--- src/rtl/cordic_div_pkg.sv ---
// Shared widths, normalisation targets and FSM encoding for the CORDIC divider front end.
package cordic_div_pkg;

  localparam int unsigned DW = 30;
  localparam int unsigned XW = 32;
  localparam int unsigned ZW = 17;
  localparam int unsigned EW = 7;
  localparam int unsigned CW = 5;

  localparam logic [ZW-1:0] Z_ONE = 17'h08000;

  localparam int unsigned X_NORM_BIT = 29;
  localparam int unsigned Y_NORM_BIT = 28;

  typedef enum logic [0:0] {
    StIdle,
    StNorm
  } state_e;

endpackage

--- src/rtl/cordic_norm_shift.sv ---
// Magnitude register that shifts left until its target bit is set, counting the shifts taken.
module cordic_norm_shift
  import cordic_div_pkg::*;
#(
  parameter int unsigned W         = DW,
  parameter int unsigned TargetBit = X_NORM_BIT
) (
  input  logic          clk_i,
  input  logic          rst_ni,
  input  logic          load_i,
  input  logic [W-1:0]  load_val_i,
  input  logic          shift_en_i,
  output logic [W-1:0]  val_o,
  output logic [CW-1:0] cnt_o,
  output logic          done_o
);

  logic [W-1:0]  val_d, val_q;
  logic [CW-1:0] cnt_d, cnt_q;

  always_comb begin
    val_d = val_q;
    cnt_d = cnt_q;
    if (load_i) begin
      val_d = load_val_i;
      cnt_d = '0;
    end else if (shift_en_i && !val_q[TargetBit]) begin
      val_d = {val_q[W-2:0], 1'b0};
      cnt_d = cnt_q + 5'd1;
    end
  end

  always_ff @(posedge clk_i) begin
    if (!rst_ni) begin
      val_q <= '0;
      cnt_q <= '0;
    end else begin
      val_q <= val_d;
      cnt_q <= cnt_d;
    end
  end

  assign val_o  = val_q;
  assign cnt_o  = cnt_q;
  assign done_o = val_q[TargetBit];

endmodule

--- src/rtl/cordic_divide_prenorm.sv ---
// Divider front end: strips operand signs and normalises both magnitudes for the divide stages,
// producing the sign/exponent/divide-by-zero sideband for the post-scaler.
module cordic_divide_prenorm
  import cordic_div_pkg::*;
(
  input  logic          rx_clk,
  input  logic          rx_rst_n,
  input  logic          rx_valid,
  output logic          rx_ready,
  input  logic [DW-1:0] rx_num,
  input  logic [DW-1:0] rx_den,
  output logic          tx_valid,
  output logic [XW-1:0] tx_x,
  output logic [XW-1:0] tx_y,
  output logic [ZW-1:0] tx_z,
  output logic          tx_neg,
  output logic [EW-1:0] tx_exp,
  output logic          tx_dz
);

  state_e        state_d, state_q;
  logic          rx_ready_d, rx_ready_q;
  logic          sign_d, sign_q;
  logic          dz_d, dz_q;
  logic          nz_d, nz_q;
  logic          half_d, half_q;
  logic          tx_valid_d, tx_valid_q;
  logic [XW-1:0] tx_x_d, tx_x_q;
  logic [XW-1:0] tx_y_d, tx_y_q;
  logic          tx_neg_d, tx_neg_q;
  logic [EW-1:0] tx_exp_d, tx_exp_q;
  logic          tx_dz_d, tx_dz_q;

  logic [DW-1:0] abs_num, abs_den, y_load;
  logic [DW-1:0] x_val, y_val;
  logic [CW-1:0] x_cnt, y_cnt;
  logic          x_done, y_done;
  logic          accept, fin, shift_en;
  logic [EW-1:0] exp_norm;

  always_comb begin
    abs_num  = rx_num[DW-1] ? -rx_num : rx_num;
    abs_den  = rx_den[DW-1] ? -rx_den : rx_den;
    // Only N = -2^(DW-1) reaches the top bit; pre-halve it and credit one right shift.
    y_load   = abs_num[DW-1] ? (abs_num >> 1) : abs_num;
    accept   = (state_q == StIdle) && rx_ready_q && rx_valid;
    fin      = (state_q == StNorm) && (dz_q || nz_q || (x_done && y_done));
    shift_en = (state_q == StNorm) && !fin;
    exp_norm = EW'(x_cnt) - EW'(y_cnt) + EW'(half_q);
  end

  cordic_norm_shift #(
    .W         (DW),
    .TargetBit (X_NORM_BIT)
  ) u_norm_x (
    .clk_i      (rx_clk),
    .rst_ni     (rx_rst_n),
    .load_i     (accept),
    .load_val_i (abs_den),
    .shift_en_i (shift_en),
    .val_o      (x_val),
    .cnt_o      (x_cnt),
    .done_o     (x_done)
  );

  cordic_norm_shift #(
    .W         (DW),
    .TargetBit (Y_NORM_BIT)
  ) u_norm_y (
    .clk_i      (rx_clk),
    .rst_ni     (rx_rst_n),
    .load_i     (accept),
    .load_val_i (y_load),
    .shift_en_i (shift_en),
    .val_o      (y_val),
    .cnt_o      (y_cnt),
    .done_o     (y_done)
  );

  always_comb begin
    state_d    = state_q;
    rx_ready_d = rx_ready_q;
    sign_d     = sign_q;
    dz_d       = dz_q;
    nz_d       = nz_q;
    half_d     = half_q;
    tx_valid_d = 1'b0;
    tx_x_d     = tx_x_q;
    tx_y_d     = tx_y_q;
    tx_neg_d   = tx_neg_q;
    tx_exp_d   = tx_exp_q;
    tx_dz_d    = tx_dz_q;

    unique case (state_q)
      StIdle: begin
        rx_ready_d = 1'b1;
        if (accept) begin
          state_d    = StNorm;
          rx_ready_d = 1'b0;
          sign_d     = rx_num[DW-1] ^ rx_den[DW-1];
          dz_d       = (rx_den == '0);
          nz_d       = (rx_num == '0);
          half_d     = abs_num[DW-1];
        end
      end
      StNorm: begin
        if (fin) begin
          state_d    = StIdle;
          rx_ready_d = 1'b1;
          tx_valid_d = 1'b1;
          if (dz_q) begin
            tx_x_d   = '0;
            tx_y_d   = '0;
            tx_exp_d = '0;
            tx_neg_d = 1'b0;
            tx_dz_d  = 1'b1;
          end else if (nz_q) begin
            tx_x_d             = '0;
            tx_x_d[X_NORM_BIT] = 1'b1;
            tx_y_d             = '0;
            tx_exp_d           = '0;
            tx_neg_d           = 1'b0;
            tx_dz_d            = 1'b0;
          end else begin
            tx_x_d   = XW'(x_val);
            tx_y_d   = XW'(y_val);
            tx_exp_d = exp_norm;
            tx_neg_d = sign_q;
            tx_dz_d  = 1'b0;
          end
        end
      end
    endcase
  end

  always_ff @(posedge rx_clk) begin
    if (!rx_rst_n) begin
      state_q    <= StIdle;
      rx_ready_q <= 1'b0;
      sign_q     <= 1'b0;
      dz_q       <= 1'b0;
      nz_q       <= 1'b0;
      half_q     <= 1'b0;
      tx_valid_q <= 1'b0;
      tx_x_q     <= '0;
      tx_y_q     <= '0;
      tx_neg_q   <= 1'b0;
      tx_exp_q   <= '0;
      tx_dz_q    <= 1'b0;
    end else begin
      state_q    <= state_d;
      rx_ready_q <= rx_ready_d;
      sign_q     <= sign_d;
      dz_q       <= dz_d;
      nz_q       <= nz_d;
      half_q     <= half_d;
      tx_valid_q <= tx_valid_d;
      tx_x_q     <= tx_x_d;
      tx_y_q     <= tx_y_d;
      tx_neg_q   <= tx_neg_d;
      tx_exp_q   <= tx_exp_d;
      tx_dz_q    <= tx_dz_d;
    end
  end

  assign rx_ready = rx_ready_q;
  assign tx_valid = tx_valid_q;
  assign tx_x     = tx_x_q;
  assign tx_y     = tx_y_q;
  assign tx_z     = '0;
  assign tx_neg   = tx_neg_q;
  assign tx_exp   = tx_exp_q;
  assign tx_dz    = tx_dz_q;

endmodule

--- config.mk ---
export PLATFORM = sky130hd
export DESIGN_NAME = cordic_divide_prenorm
export DESIGN_NICKNAME = d
export VERILOG_FILES = /design/src/rtl/cordic_div_pkg.sv /design/src/rtl/cordic_norm_shift.sv /design/src/rtl/cordic_divide_prenorm.sv
export SDC_FILE = /design/constraint.sdc
export NUM_CORES = 1
export LEC_CHECK = 0
export ABC_AREA = 0
export BUFFER_PORTS_ARGS = -buffer_cell sky130_fd_sc_hd__buf_4
export CORE_AREA = 2 2 168 187
export CTS_BUF_LIST = sky130_fd_sc_hd__clkbuf_4
export DETAILED_ROUTE_END_ITERATION = 10
export DIE_AREA = 0 0 170 189
export PLACE_DENSITY = 0.45
export SETUP_SLACK_MARGIN = 0.15
export SLEW_MARGIN = 20
export SYNTH_ARGS = -nofsm -noshare
export SYNTH_HDL_FRONTEND = slang
export SYNTH_HIERARCHICAL = 1
export SYNTH_SLANG_ARGS = --single-unit
--- constraint.sdc ---
create_clock -name rx_clk -period 6 [get_ports rx_clk]
set_input_delay 0.6 -clock rx_clk [delete_from_list [all_inputs] [get_ports rx_clk]]
set_output_delay 0.6 -clock rx_clk [all_outputs]
set_load 0.02 [all_outputs]
==> flow_summary.yaml, run 1 <==
grt:
  wire_length_of_the_first_global_routing_pass_um: 33710
  globalRouteTotalUtil_pct: 13.24
  vias_in_the_first_global_route: 6103
  gr-total-overflow: 0
  grt_start_max_net_pins: 61
  grt.busiest_layer: "met2"
  met3_usage_in_global_routing_pct: 3.073
  global_route.usage.met2_pct: 20.64
  groute.layer.met1.usage_pct: 18.08
  grt_antenna_before_repair: 1
worst_setup_path:
  cp.arrival_ps: 3130
  rr_startpoint: "u_norm_x/val_o[29]"
  r2r-end: "tx_exp[5]"
  worst-r2r-cell-count: 6
  startpoint_type: "register"
  critical_path_peak_fanout: 38
  critPathCapture: "tx_exp[5]"
  worst_setup_path_startpoint: "u_norm_x/val_o[29]"
  worst-endpoint-required_ps: 6500
  critical_path_class: "reg2reg"
  critPathCaptureType: "register"
  worst-r2r-setup-slack_ps: 3370
worst_hold_path:
  worst_hold_startpoint: "rx_den[0]"
  worstHoldPathType: "in2reg"
pwr:
  total_leakage_power_nw: 3.676
  power_per_cell_area_mw_per_mm2: 223.3
  total_power_mw: 1.976
  vdd.ir_drop.worst_uv: 101.8
routing:
  routed-via-count: 6575
  wl_per_cell_um: 15.41
  routed_wirelength_um: 21140
  detailedRoute.firstPassIterationCount: 5
  postRouteAntennaNets: 0
  drt_first_iter_violations: 360
  avgViaCountPerCell: 4.792
  count_of_unresolved_drc_violations_after_routing: 0
job:
  cap_violations: 0
cells_and_area:
  num-nets-final: 1054
  fraction_of_final_layout_cells_with_drive_strength_greater_than_1_pct: 18.75
  area_growth_syn_to_layout_pct: 18.82
  final.fill_count: 3305
  layoutNonFillerInstCount: 1372
sta:
  rsz0062_at_grt: "no"
  post_layout_min_period_ps: 2629
  postLayoutSetupSlackWorst_ps: 3371
  post_route_setup_tns_ps: 0
  fin_crit_sh_pct: 43.81
  skew_ps: 26.69
  finalMaxSlewViolations: 0
  finalHoldViolCount: 0
  achievable-frequency_mhz: 380.4
  setup-violations-final: 0
  timing_worst_slew_pin_value_ps: 1053
  max_slew_margin_pct: 29.83
cts:
  cts_htree_levels: 4
  cts_max_path_buffers: 2
  tritoncts: "built"
  post_cts.repair.setup_buffers: 0
  clk_root_buffer_cell: "clkbuf_4"
  cts.hold.buffers_added: 0
  worst_setup_hold_path_clk_slew_ps: 130
  clock_latency_ps: 570
  cts_inserted_buffers: 17
  cts.repair.resized: 0
  cts.sinks: 146
die:
  dieWidth_um: 170
  fp.dieH_um: 189
  placeableCoreArea_mm2: 0.03018
  ios: 155
  initial_utilization_pct: 24.67
  fp.dieArea_mm2: 0.03213
  fp-row-count: 67
yosys:
  post-synth-top-area-fraction_pct: 39.25
  yosysWarningCount: 6
  synth_top_flop_cell: "dfxtp_1"
  ys_seq_area_share_pct: 39.25
  synth.most_common_cell: "dfxtp_1"
  synth.ff_latch_count: 146
  post_synth_inst_count: 878
  synth_area_mm2: 0.007446
  synth_area_leader_cell: "dfxtp_1"
  post_synth_main_area_contributors: "dfxtp_1 39%, mux2i_1 7.7%, a22oi_1 6.5%"
  synthArstFlopShare_pct: 0
  netlist-cell-type-count: 53
  most_used_standard_cells_in_the_synthesized_netlist: "146 x dfxtp_1, 100 x nor2_1, 87 x o21ai_0"
  synth_enable_flop_cells: 0
  avgSynthCellArea_um2: 8.481
placement:
  io_buffer_count: 133
  place_inst: 1339
  place.gp.congestion: 0.8110
  dp_worst_setup_slack_ps: 2772
  hpwl_um: 15050
status:
  outcome: "complete, no violations"
-- metal layers --
layer,share of wire [%],wire (um)
met5,0,0
met4,1.6,332
met3,4.8,1024
met2,45,9534
met1,48,10250
-- sequential cells by signal (all words and copies together) (netlist names) --
name / count
u_norm_y/val_o: 30
u_norm_x/val_o: 30
rx_ready: 1
tx_exp: 7
tx_dz: 1
tx_neg: 1
state_q: 1
nz_q: 1
dz_q: 1
u_norm_y/cnt_o: 5
sign_q: 1
tx_x: 30
tx_y: 30
tx_valid: 1
half_q: 1
u_norm_x/cnt_o: 5
-- logic make-up after synthesis --
logic type               share of synthesized area (%)
AO/OA/AOI/OAI                                    22.67
AND/OR/NAND/NOR                                  14.99
flip-flops                                       39.25
buffers and inverters                            7.898
multiplexers                                     7.965
XOR/XNOR                                         5.058
adder cells (fa/ha/maj)                          2.117
other                                          0.05036
-- cell usage in the layout, fill, tap and decap left out, types with 3 or more instances in the layout --
cell / n
a21o_1: 6
a21oi_1: 79
a22oi_1: 64
a31oi_1: 4
buf_4: 140
clkbuf_4: 21
clkinv_4: 5
conb_1: 22
dfxtp_1: 146
ha_1: 11
inv_1: 20
mux2i_1: 57
nand2_1: 51
nand2b_1: 3
nand3_1: 20
nand3b_1: 6
nor2_1: 99
nor3_1: 17
nor4_1: 8
o21ai_0: 87
o31ai_1: 20
o41ai_1: 3
or3_1: 11
or4_1: 5
xnor2_1: 31
xor2_1: 12
-- report_power, final --
part,internal (mW),switching [mW],leakage (nW)
combinational,0.120,0.164,2.34
clock,0.268,0.378,0.152
sequential,1.01,0.0354,1.19
-- worst min-delay path by stage --
stage,end,slack [ps],depth (start not counted)
floorplan,half_q,440,2
global placement,tx_exp[6],440,2
CTS,u_norm_x/val_o[0],220,3
global route,u_norm_x/val_o[0],230,3
finish,u_norm_x/val_o[0],300,3
detailed placement,tx_exp[6],460,2
-- layout make-up --
cell class / count / area, um^2 / area share [%]
well taps: 379 / 474.2 / 5.360
inverters: 21 / 78.83 / 0.8910
repair buffers: 140 / 1051 / 11.88
clock buffers: 21 / 157.7 / 1.782
clock inverters: 11 / 131.4 / 1.485
diodes: 1 / 2.502 / 0.02828
multi-input cells: 653 / 4029 / 45.54
flip-flops and latches: 146 / 2923 / 33.04
-- worst max-delay path: stages, from the launching register on --
cell     delay [ps]
dfxtp_1         460
nand2_1         160
nor2_4          810
buf_4           470
nand2_1         130
or4_1           410
nand3_1          80
-- stage by stage --
| stage | instance area [um^2] | util (%) | hold slack, ps |
|---|---|---|---|
| 4_1_cts | 8845 | 29.31 | 223.7 |
| 3_5_place_dp | 8556 | 28.35 | 457.3 |
| 5_1_grt | 8847 | 29.32 | 228.8 |
| 6_report | 8847 | 29.32 | 304.0 |
| 2_1_floorplan | 7525 | - | 440.6 |
| 3_3_place_gp | 8556 | 28.35 | 444.1 |
(Power assumes the default switching activity.)
==> run 2: changes to the inputs <==
==> constraint.sdc (replaced) <==
create_clock -name rx_clk -period 2.7 [get_ports rx_clk]
set_input_delay 0.27 -clock rx_clk [delete_from_list [all_inputs] [get_ports rx_clk]]
set_output_delay 0.27 -clock rx_clk [all_outputs]
set_load 0.02 [all_outputs]
==> run 2 against run 1 <==
Effect of this change:
- die area did not move
- clock skew shrank 11 ps
- largest power group unchanged
- worst hold slack worse by 210 ps
- register-to-register slack worse by 3000 ps
- count of clock-buffer cells in the layout is 3 lower
- routed wire length increased by 1.7%
- clock power rose to 2.6 times the previous value
- final area up 3.1%
- total power grew 140%
- critical path depth rose by 3
- critical endpoint unchanged
- first-iteration DRC count shrank 0.28%
- flip-flop and latch count unchanged
==> flow_summary.yaml, run 2 (synthesis results as in run 1) <==
worst_setup_path:
  critPathCaptureType: "register"
  timing.critical_path.slowest_cell_delay_ps: 510
  startpoint_type: "register"
  worst-endpoint-required_ps: 3190
  critical_path.most_common_cell: "inv_1"
  cp_cell_sequence: "inv_1 > ha_1 > inv_1 > fa_1 > xor2_1 > and3_1 > nand2_1 > or4_1 > nand3_1"
  cp.arrival_ps: 2780
  critical_path_class: "reg2reg"
  crit_path_top_delay_cell: "or4_1"
  critical_path_peak_fanout: 4
cells_and_area:
  area_growth_syn_to_layout_pct: 22.50
  mostFrequentLayoutCells: "161 x buf_4, 146 x dfxtp_1, 99 x nor2_1"
  num-nets-final: 1079
  fraction_of_final_layout_cells_with_drive_strength_greater_than_1_pct: 20.47
  mostFrequentLayoutCell: "buf_4"
  final.fill_count: 3278
die:
  dieWidth_um: 170
  ios: 155
  fp-row-count: 67
  placeableCoreArea_mm2: 0.03018
  initial_utilization_pct: 24.67
  fp.dieArea_mm2: 0.03213
  fp.dieH_um: 189
placement:
  io_buffer_count: 133
  place.gp.congestion: 0.8358
  hpwl_um: 15760
routing:
  routed-via-count: 6581
  count_of_unresolved_drc_violations_after_routing: 0
  routed_wirelength_um: 21490
  detailedRoute.firstPassIterationCount: 4
  wl_per_cell_um: 15.39
  drt_first_iter_violations: 359
  avgViaCountPerCell: 4.711
  postRouteAntennaNets: 0
pwr:
  power_per_cell_area_mw_per_mm2: 510.6
  net_sw_power_mw: 1.289
  pwr-share-comb_pct: 14.1
  pwr-share-clk_pct: 36.0
  total_leakage_power_nw: 3.836
  vdd.ir_drop.worst_uv: 237.8
  seq_power_share_pct: 49.9
  internal_power_mw: 3.368
  switching_share_pct: 27.69
sta:
  max_slew_margin_pct: 64.31
  post_route_setup_tns_ps: 0
  worst_hold_slack_ps: 96.65
  finalHoldViolCount: 0
  skew_ps: 16.10
  post_layout_min_period_ps: 2296
  achievable-frequency_mhz: 435.6
  timing_worst_slew_pin_value_ps: 531.3
  setup-violations-final: 0
  fin_crit_sh_pct: 85.02
  finalMaxSlewViolations: 0
  rsz0062_at_grt: "no"
status:
  outcome: "complete, no violations"
grt:
  globalRouteTotalUtil_pct: 13.55
  grt_start_max_net_pins: 47
  grt_antenna_before_repair: 2
  wire_length_of_the_first_global_routing_pass_um: 34400
  gr-total-overflow: 0
  vias_in_the_first_global_route: 6300
worst_hold_path:
  worstHoldPathType: "in2reg"
cts:
  cts_inserted_buffers: 17
  cts.repair.resized: 0
  cts_max_path_buffers: 2
  cts.sinks: 146
  clock_latency_ps: 550
  tritoncts: "built"
  clk_root_buffer_cell: "clkbuf_4"
  worst_setup_hold_path_clk_slew_ps: 130
  cts_htree_levels: 4
job:
  cap_violations: 0
-- run 2: changes by cell type in the layout (fill, tap and decap cells not counted), sizes merged --
cell	before	now
inv	22	24
clkinvlp	2	0
clkinv	6	5
dlygate4sd3	0	2
diode	1	2
buf	140	163
clkbuf	21	18
bufinv	2	5
-- run 2: stage by stage --
| step | std cells | power, mW | setup slack [ps] | utilization [%] | instance area [um^2] |
|---|---|---|---|---|---|
| floorplan | 899 | 2.837 | 248.9 | - | 7525 |
| global placement | 1362 | 3.034 | 44.33 | 29.01 | 8753 |
| detailed placement | 1362 | 3.033 | 49.89 | 29.01 | 8753 |
| CTS | 1395 | 4.753 | 413.8 | 30.21 | 9116 |
| global route | 1397 | 4.911 | 201.7 | 30.22 | 9121 |
| finish | 1397 | 4.657 | 404.4 | 30.22 | 9121 |
-- run 2: path summary, 6_finish.rpt --
path,from,end,slack [ps],cells past startpoint
worst max-delay path,u_norm_x/cnt_o[0],tx_exp[5],400,9
worst min-delay path,rx_den[14],u_norm_x/val_o[14],100,4
worst max register to register,u_norm_x/cnt_o[0],tx_exp[5],400,9
worst min register to register,tx_exp[6],tx_exp[6],470,2
-- run 2: worst max-delay path: cells and delay by family, from the launching register on --
kind | cells | cell delay, ps
xor gates and xnor gates | 1 | 260
buffers and inverters | 2 | 140
DFF | 1 | 380
and+or+nand+nor | 4 | 890
adders and majority gates | 2 | 550
-- run 2: layout make-up --
cell class / instances / area, um^2 / share of cell area, %
antenna: 2 / 5.005 / 0.05487
inverter: 21 / 78.83 / 0.8642
sequential: 146 / 2923 / 32.04
tap: 379 / 474.2 / 5.199
clock buffer: 18 / 135.1 / 1.481
multi-input combinational: 653 / 4029 / 44.17
clock inverter: 13 / 207.7 / 2.277
timing repair buffer: 165 / 1269 / 13.91
-- run 2: per-layer routing --
metal | GRT usage (%) | vias up | routed length, um
met5 | 0 | - | 0
met4 | 3.912 | 0 | 177
met3 | 2.655 | 10 | 815
met2 | 21.63 | 143 | 9828
met1 | 18.53 | 3059 | 10670
li1 | - | 3369 | -
-- run 2: power by group through the flow --
stage	clock, mW	sequential (mW)	combinational [mW]
2_1_floorplan	0	2.35	0.490
3_3_place_gp	0	2.37	0.660
3_5_place_dp	0	2.37	0.660
4_1_cts	1.76	2.33	0.664
5_1_grt	1.84	2.34	0.737
6_report	1.68	2.32	0.658
-- run 2: repair_timing --
item	in CTS	in global routing
hold buffers	2	0
setup buffers	0	0
endpoints found under the hold margin	2	0
setup endpoints to repair	0	0
